### src/rtl/core_ctrl_fsm_pkg.sv
// Shared definitions for the npc core sequencing controller: RV32 major opcodes,
// controller state encoding and the instruction class latched at decode.
package core_ctrl_fsm_pkg;

  localparam logic [6:0] OpcLoad   = 7'b0000011;
  localparam logic [6:0] OpcStore  = 7'b0100011;
  localparam logic [6:0] OpcBranch = 7'b1100011;
  localparam logic [6:0] OpcJal    = 7'b1101111;
  localparam logic [6:0] OpcJalr   = 7'b1100111;
  localparam logic [6:0] OpcLui    = 7'b0110111;
  localparam logic [6:0] OpcAuipc  = 7'b0010111;
  localparam logic [6:0] OpcOp     = 7'b0110011;
  localparam logic [6:0] OpcOpImm  = 7'b0010011;
  localparam logic [6:0] OpcSystem = 7'b1110011;

  // func3 of ecall/ebreak; every other SYSTEM func3 is a CSR access.
  localparam logic [2:0] Func3Priv = 3'b000;

  typedef enum logic [3:0] {
    StIdle,
    StFetch,
    StWaitI,
    StDecode,
    StExec,
    StMem,
    StWaitM,
    StHalt,
    StFault
  } ctrl_state_e;

  typedef enum logic [1:0] {
    ClsAlu,
    ClsBranch,
    ClsLoad,
    ClsStore
  } inst_class_e;

  function automatic logic is_mem_class(inst_class_e cls);
    return (cls == ClsLoad) || (cls == ClsStore);
  endfunction

endpackage

### src/rtl/ctrl_timeout.sv
// 16-bit wait counter for the fetch/LSU response windows. hit_o flags the
// Limit-th consecutive waiting cycle; the caller decides whether a response wins.
module ctrl_timeout #(
  parameter int unsigned Limit = 255
) (
  input  logic clk_i,
  input  logic rst_ni,
  input  logic clr_i,
  input  logic en_i,
  output logic hit_o
);

  localparam logic [15:0] LastCount = 16'(Limit - 1);

  logic [15:0] count_q, count_d;

  // count_q is the number of waiting cycles already completed in this window.
  assign hit_o = (count_q == LastCount);

  always_comb begin
    count_d = count_q;
    if (clr_i) begin
      count_d = '0;
    end else if (en_i) begin
      count_d = count_q + 16'd1;
    end
  end

  always_ff @(posedge clk_i or negedge rst_ni) begin
    if (!rst_ni) begin
      count_q <= '0;
    end else begin
      count_q <= count_d;
    end
  end

endmodule

### src/rtl/core_ctrl_fsm.sv
// Multi-cycle sequencing controller: fetch handshake, decode classification,
// LSU requests, retire strobes, halt/fault flags and retired-instruction count.
module core_ctrl_fsm
  import core_ctrl_fsm_pkg::*;
#(
  parameter int unsigned TIMEOUT = 255
) (
  input  logic        clk,
  input  logic        rst,
  output logic        ifu_req_valid,
  input  logic        ifu_req_ready,
  input  logic        ifu_rsp_valid,
  output logic        inst_we,
  input  logic [6:0]  opcode,
  input  logic [2:0]  func3,
  output logic        lsu_req_valid,
  output logic        lsu_req_wen,
  input  logic        lsu_req_ready,
  input  logic        lsu_rsp_valid,
  output logic        rf_we,
  output logic        pc_we,
  output logic        halt,
  output logic        fault,
  output logic [31:0] retired
);

  ctrl_state_e state_q, state_d;
  inst_class_e cls_q, cls_d;
  logic        halt_q, fault_q;
  logic [31:0] retired_q;
  logic        tmo_clr, tmo_en, tmo_hit;

  ctrl_timeout #(
    .Limit (TIMEOUT)
  ) u_timeout (
    .clk_i  (clk),
    .rst_ni (rst),
    .clr_i  (tmo_clr),
    .en_i   (tmo_en),
    .hit_o  (tmo_hit)
  );

  always_comb begin
    state_d       = state_q;
    cls_d         = cls_q;
    ifu_req_valid = 1'b0;
    inst_we       = 1'b0;
    lsu_req_valid = 1'b0;
    lsu_req_wen   = 1'b0;
    rf_we         = 1'b0;
    pc_we         = 1'b0;
    tmo_clr       = 1'b0;
    tmo_en        = 1'b0;

    unique case (state_q)
      StIdle: state_d = StFetch;

      StFetch: begin
        ifu_req_valid = 1'b1;
        if (ifu_req_ready) begin
          state_d = StWaitI;
          tmo_clr = 1'b1;
        end
      end

      StWaitI: begin
        inst_we = ifu_rsp_valid;
        if (ifu_rsp_valid) begin
          state_d = StDecode;
        end else begin
          tmo_en = 1'b1;
          if (tmo_hit) state_d = StFault;
        end
      end

      StDecode: begin
        state_d = StExec;
        case (opcode)
          OpcLoad:   cls_d = ClsLoad;
          OpcStore:  cls_d = ClsStore;
          OpcBranch: cls_d = ClsBranch;
          OpcOp, OpcOpImm, OpcLui, OpcAuipc, OpcJal, OpcJalr: cls_d = ClsAlu;
          OpcSystem: state_d = (func3 == Func3Priv) ? StHalt : StFault;
          default:   state_d = StFault;
        endcase
      end

      StExec: begin
        if (is_mem_class(cls_q)) begin
          state_d = StMem;
        end else begin
          pc_we   = 1'b1;
          rf_we   = (cls_q != ClsBranch);
          state_d = StFetch;
        end
      end

      // cls_q is frozen until the next decode, so wen is stable while valid.
      StMem: begin
        lsu_req_valid = 1'b1;
        lsu_req_wen   = (cls_q == ClsStore);
        if (lsu_req_ready) begin
          state_d = StWaitM;
          tmo_clr = 1'b1;
        end
      end

      StWaitM: begin
        if (lsu_rsp_valid) begin
          pc_we   = 1'b1;
          rf_we   = (cls_q == ClsLoad);
          state_d = StFetch;
        end else begin
          tmo_en = 1'b1;
          if (tmo_hit) state_d = StFault;
        end
      end

      StHalt:  state_d = StHalt;
      StFault: state_d = StFault;

      default: state_d = StFault;
    endcase
  end

  always_ff @(posedge clk or negedge rst) begin
    if (!rst) begin
      state_q   <= StIdle;
      cls_q     <= ClsAlu;
      halt_q    <= 1'b0;
      fault_q   <= 1'b0;
      retired_q <= '0;
    end else begin
      state_q <= state_d;
      cls_q   <= cls_d;
      halt_q  <= halt_q | (state_d == StHalt);
      fault_q <= fault_q | (state_d == StFault);
      if (pc_we) begin
        retired_q <= retired_q + 32'd1;
      end
    end
  end

  assign halt    = halt_q;
  assign fault   = fault_q;
  assign retired = retired_q;

endmodule

### config.mk
export PLATFORM = sky130hd
export DESIGN_NAME = core_ctrl_fsm
export DESIGN_NICKNAME = d
export VERILOG_FILES = /design/src/rtl/core_ctrl_fsm_pkg.sv /design/src/rtl/ctrl_timeout.sv /design/src/rtl/core_ctrl_fsm.sv
export SDC_FILE = /design/constraint.sdc
export NUM_CORES = 1
export LEC_CHECK = 0
export CAP_MARGIN = 20
export CORE_AREA = 4 4 59 115
export DETAILED_ROUTE_END_ITERATION = 8
export DIE_AREA = 0 0 63 119
export PLACE_DENSITY_LB_ADDON = 0.25
export SKIP_CTS_REPAIR_TIMING = 1
export SYNTH_ARGS = -nofsm -noshare
export SYNTH_HDL_FRONTEND = slang
export SYNTH_SLANG_ARGS = --single-unit
### constraint.sdc
create_clock -name clk -period 1.85 [get_ports clk]
set_input_delay 0.2775 -clock clk [delete_from_list [all_inputs] [get_ports clk]]
set_output_delay 0.2775 -clock clk [all_outputs]
set_load 0.02 [all_outputs]
==> results of run 1 <==
## power by group
group | total (mW) | switching (mW) | internal [mW] | leakage, nW
Clock | 0.953 | 0.447 | 0.506 | 0.0671
Sequential | 1.41 | 0.0967 | 1.31 | 0.765
Combinational | 0.808 | 0.399 | 0.409 | 0.976
Total | 3.17 | 0.942 | 2.22 | 1.81
## synthesized netlist by cell type, types with 3 or more instances
| cell | number |
|---|---|
| and4_1 | 7 |
| nand2_1 | 24 |
| buf_6 | 4 |
| nand4b_1 | 3 |
| dfrtp_1 | 56 |
| nand4_1 | 12 |
| xnor2_1 | 30 |
| or3_1 | 6 |
| xor2_1 | 11 |
| a21o_1 | 3 |
| inv_1 | 7 |
| nor2_1 | 23 |
| nor4_1 | 3 |
| o21ai_0 | 10 |
| ha_1 | 3 |
| nand2b_1 | 6 |
| a21oi_1 | 10 |
| and3_1 | 10 |
| nand3_1 | 14 |
| nor3_1 | 8 |
## cell type report
| cell class | count | area [um2] | share of cell area (%) |
|---|---|---|---|
| multi-input combinational | 212 | 1460 | 36.5 |
| sequential | 56 | 1400 | 35.1 |
| timing repair buffer | 96 | 886 | 22.1 |
| clock buffer | 6 | 129 | 3.22 |
| tap | 63 | 78.8 | 1.97 |
| inverter | 7 | 26.3 | 0.656 |
| clock inverter | 2 | 16.3 | 0.406 |
## through the flow
step	instances	util [%]	worst slack, ns	power [mW]
after floorplan	281	-	0.146	1.82
after global placement	431	63.5	-0.372	2.18
after detailed placement	431	63.5	-0.327	2.20
after CTS	439	66.0	-0.359	3.15
after global routing	442	67.2	-0.0260	3.33
final	442	67.2	0.0660	3.17
## sequential cells by signal, indices dropped and copies added, names as in the netlist
signal,flops
fault,1
u_timeout.count_q,16
halt,1
retired,32
state_q,4
cls_q,2
## layer usage
metal / vias to the layer above / routed length, um / global-route usage [%] / part of all wire [%]
met5: - / 0 / 0 / 0
met1: 1194 / 2520 / 19.6 / 38
met4: 0 / 154 / 8.58 / 2.3
met3: 14 / 253 / 4.62 / 3.8
met2: 53 / 3770 / 34.8 / 56
li1: 1187 / - / - / -
## worst min path at each step
stage                     start                                 to  slack, ns  depth (start not counted)
after global placement      rst  u_timeout.count_q[13]$_DFFE_PN0P_       0.30                          1
after CTS                   rst            retired[18]$_DFFE_PN0P_      -0.02                          1
final                       rst            retired[18]$_DFFE_PN0P_      -0.04                          1
after floorplan             rst               cls_q[0]$_DFFE_PN0P_      -0.02                          0
after detailed placement    rst  u_timeout.count_q[13]$_DFFE_PN0P_       0.30                          1
after global routing        rst            retired[18]$_DFFE_PN0P_      0.003                          1
## kinds of logic after synthesis
family | synth area share [%]
adder cells (fa/ha/maj) | 1.29
multiplexers | 1.12
AO/OA/AOI/OAI | 7.37
AND/OR/NAND/NOR | 26.8
buffers and inverters | 2.76
XOR/XNOR | 12.4
flip-flops | 48.3
==> flow_summary.yaml, run 1 <==
clocking:
  clkSlewWorstSetupHoldPaths_ns: 0.07
  cts_tree: "yes"
  cts_buffers: 5
  root_buffer: "clkbuf_16"
  cts_num_sinks: 56
  cts_max_level: 2
  clkLatencyLatePin_ns: 0.30
  clockBufferDepth: 2
setup_path:
  worstPathMaxFanout: 7
  cp_num_buf_inv: 1
  r2r_start: "state_q[3]$_DFF_PN0_"
  cpPeakStageDelay_ns: 0.68
  r2r_slack_ns: 0.09
  crit_path_start: "retired[3]$_DFFE_PN0P_"
  critical_path_arrival_ns: 1.51
  r2r_end: "retired[19]$_DFFE_PN0P_"
  cp-start-kind: "register"
  endpoint_kind: "output pin"
  path_cells: "clkdlybuf4s50_1"
  crit_family: "buffers and inverters"
  crit_type: "register to output pin"
  required_ns: 1.57
  worstRegToRegCells: 8
  endpoint: "retired[3]"
  cpMaxStageDelayCell: "clkdlybuf4s50_1"
  cp_num_cells: 1
detailed_routing:
  drc: 0
  drt_pass1_iterations: 4
  wire_per_inst_um: 15.1
  drt-initial-drc-count: 75
  vias: 2448
  viasPerCell: 5.54
  postRouteAntennaNets: 0
  drt-total-wl_um: 6690
timing:
  maxSlewHeadroom_pct: 62.9
  fin_skew_ns: 0.0104
  hold_slack_ns: -0.0364
  period_minus_slack_ns: 1.78
  fmaxAchievable_mhz: 561
  rsz0062_at_grt: "yes"
  slew_violations: 0
  fin_crit_sh_pct: 96.4
  hold_violations: 21
  setup_tns_ns: 0
  max_slew.worst_pin.slew_ns: 0.557
  setup_viol: 0
global_route:
  grt_max_degree: 25
  grt.total_usage_pct: 18.9
  grt_pass1_vias: 2620
  grt_pass1_wl_um: 11500
  antenna_found_initial: 0
  gr-total-overflow: 0
synthesis:
  syn_area_um2: 2900
  synth_top_area_cell: "dfrtp_1"
  synth_area_leaders: "dfrtp_1 48%, xnor2_1 9.1%, xor2_1 3.3%"
  synthFlopType: "dfrtp_1"
  ys_seq_area_share_pct: 48.3
  syn_inst: 281
  ys_warn_count: 0
  syn_nets: 300
  ys_ff_latch: 56
  synth.distinct_cells: 45
  synth-async-reset-ratio_pct: 100
  yosysTopAreaCellShare_pct: 48.3
  synth.avg_cell_area_um2: 10.3
  synth_edf_count: 0
pwr:
  power_density_nw_per_um2: 791
  power_leakage_nw: 1.81
  ir_worst_vdd_mv: 0.817
floorplanning:
  initial_core_util_pct: 48.7
  ios: 56
  die_h_um: 119
  die_w_um: 63
  die-area_um2: 7500
  num_rows: 40
  core_area_um2: 5960
run_status:
  status: "finished, violations left"
  violations: "negative hold slack"
layout:
  drive_gt1_share_pct: 19.5
  antenna_cells: 0
  fin_area_um2: 4000
  areaGrowthSynthToFinish_pct: 37.9
  final_common_cell: "dfrtp_1"
  fillers: 494
  final_cell_mix: "54 x dfrtp_1, 48 x clkdlybuf4s50_1, 37 x buf_4"
  layout.nets: 397
placement:
  io_buffers: 55
  place.gp.congestion: 0.812
  dp_hpwl_um: 5050
  place_area_um2: 3780
job:
  maxCapViolCount: 0
hold_path:
  min_path_type: "input pin to async pin"
Note: power is estimated with default switching activity, not from simulation.
==> run 2: changes to the inputs <==
--- a/config.mk
+++ b/config.mk
@@ -11,6 +11,7 @@
 export DIE_AREA = 0 0 63 119
 export PLACE_DENSITY_LB_ADDON = 0.25
 export SKIP_CTS_REPAIR_TIMING = 1
+export SKIP_LAST_GASP = 1
 export SYNTH_ARGS = -nofsm -noshare
 export SYNTH_HDL_FRONTEND = slang
 export SYNTH_SLANG_ARGS = --single-unit
==> flow_summary.yaml, run 2 (synthesis results as in run 1) <==
layout:
  areaGrowthSynthToFinish_pct: 37.7
  antenna_cells: 0
  fillers: 498
  final_cell_mix: "54 x dfrtp_1, 48 x clkdlybuf4s50_1, 38 x buf_4"
  drive_gt1_share_pct: 18.7
  largest_reg_flops: 32
  fin_area_um2: 4000
  layout.nets: 397
  final_common_cell: "dfrtp_1"
run_status:
  status: "finished, violations left"
  violations: "negative hold slack"
global_route:
  grt_max_degree: 25
  grt_pass1_wl_um: 11500
  grt_pass1_vias: 2620
  antenna_found_initial: 0
  gr-total-overflow: 0
  grt.total_usage_pct: 18.9
detailed_routing:
  drt-initial-drc-count: 69
  vias: 2449
  viasPerCell: 5.54
  wire_per_inst_um: 15.2
  drt-total-wl_um: 6720
  drt_pass1_iterations: 4
  drc: 0
  postRouteAntennaNets: 0
floorplanning:
  die_h_um: 119
  die-area_um2: 7500
  num_rows: 40
  die_w_um: 63
  initial_core_util_pct: 48.7
  core_area_um2: 5960
  ios: 56
placement:
  place.gp.congestion: 0.812
  io_buffers: 55
  place_area_um2: 3780
  dp_hpwl_um: 5050
clocking:
  clkSlewWorstSetupHoldPaths_ns: 0.07
  cts_tree: "yes"
  cts_num_sinks: 56
  cts_buffers: 5
  clkLatencyLatePin_ns: 0.30
  cts_max_level: 2
  clockBufferDepth: 2
  root_buffer: "clkbuf_16"
setup_path:
  r2r_end: "retired[19]$_DFFE_PN0P_"
  endpoint_kind: "output pin"
  crit_type: "input pin to output pin"
  required_ns: 1.57
  r2r_start: "state_q[3]$_DFF_PN0_"
  worstRegToRegCells: 8
  worstPathMaxFanout: 5
  cp-start-kind: "input pin"
  r2r_slack_ns: 0.06
  critical_path_arrival_ns: 1.52
timing:
  setup_tns_ns: 0
  slew_violations: 0
  hold_violations: 21
  fin_skew_ns: 0.0101
  maxSlewHeadroom_pct: 63.0
  fin_crit_sh_pct: 97.2
  period_minus_slack_ns: 1.80
  fmaxAchievable_mhz: 556
  hold_slack_ns: -0.0376
  setup_viol: 0
  rsz0062_at_grt: "yes"
  max_slew.worst_pin.slew_ns: 0.555
hold_path:
  min_path_type: "input pin to async pin"
pwr:
  ir_worst_vdd_mv: 0.817
  power_density_nw_per_um2: 792
  power_leakage_nw: 1.82
job:
  maxCapViolCount: 0
[run 2: layout make-up]
type / count / area (um2) / share of cell area (%)
Sequential cell: 56 / 1400 / 35.1
Clock inverter: 2 / 16.3 / 0.407
Timing Repair Buffer: 96 / 890 / 22.3
Multi-Input combinational cell: 212 / 1450 / 36.4
Inverter: 7 / 26.3 / 0.657
Clock buffer: 6 / 129 / 3.22
Tap cell: 63 / 78.8 / 1.97
[run 2: per-stage QoR]
stage | setup slack [ns] | power [mW] | instances | util (%) | hold slack [ns]
2_1_floorplan | 0.146 | 1.82 | 281 | - | -0.0181
3_3_place_gp | -0.372 | 2.18 | 431 | 63.5 | 0.301
3_5_place_dp | -0.327 | 2.20 | 431 | 63.5 | 0.304
4_1_cts | -0.359 | 3.15 | 439 | 66.0 | -0.0178
5_1_grt | -0.0467 | 3.33 | 442 | 67.1 | 0.00298
6_report | 0.0516 | 3.17 | 442 | 67.1 | -0.0376
[run 2: how the worst max path moves through the flow]
stage / slack (ns) / cells past startpoint / startpoint / end
2_1_floorplan: 0.15 / 6 / retired[0]$_DFFE_PN0P_ / retired[26]$_DFFE_PN0P_
3_3_place_gp: -0.37 / 5 / lsu_rsp_valid / rf_we
3_5_place_dp: -0.33 / 5 / lsu_rsp_valid / rf_we
4_1_cts: -0.36 / 5 / lsu_rsp_valid / rf_we
5_1_grt: -0.05 / 7 / state_q[3]$_DFF_PN0_ / retired[16]$_DFFE_PN0P_
6_report: 0.05 / 5 / lsu_rsp_valid / rf_we
[run 2: critical path, cell delays in order]
cell             delay (ns)
clkdlybuf4s50_1        0.56
and2_1                 0.18
a21oi_1                0.07
nor4_1                 0.17
dlymetal6s2s_1         0.26
[run 2: power by group]
group          internal, mW  switching [mW]  total [mW]
clock                 0.506           0.448       0.954
combinational         0.409           0.396       0.805
sequential             1.31          0.0968        1.41
total                  2.22           0.941        3.17
[run 2: metal layers]
metal / GRT usage (%) / vias up / wire [um]
met5: 0 / - / 0
met4: 8.58 / 0 / 154
li1: - / 1187 / -
met3: 4.62 / 14 / 250
met1: 19.6 / 1195 / 2550
met2: 34.8 / 53 / 3760
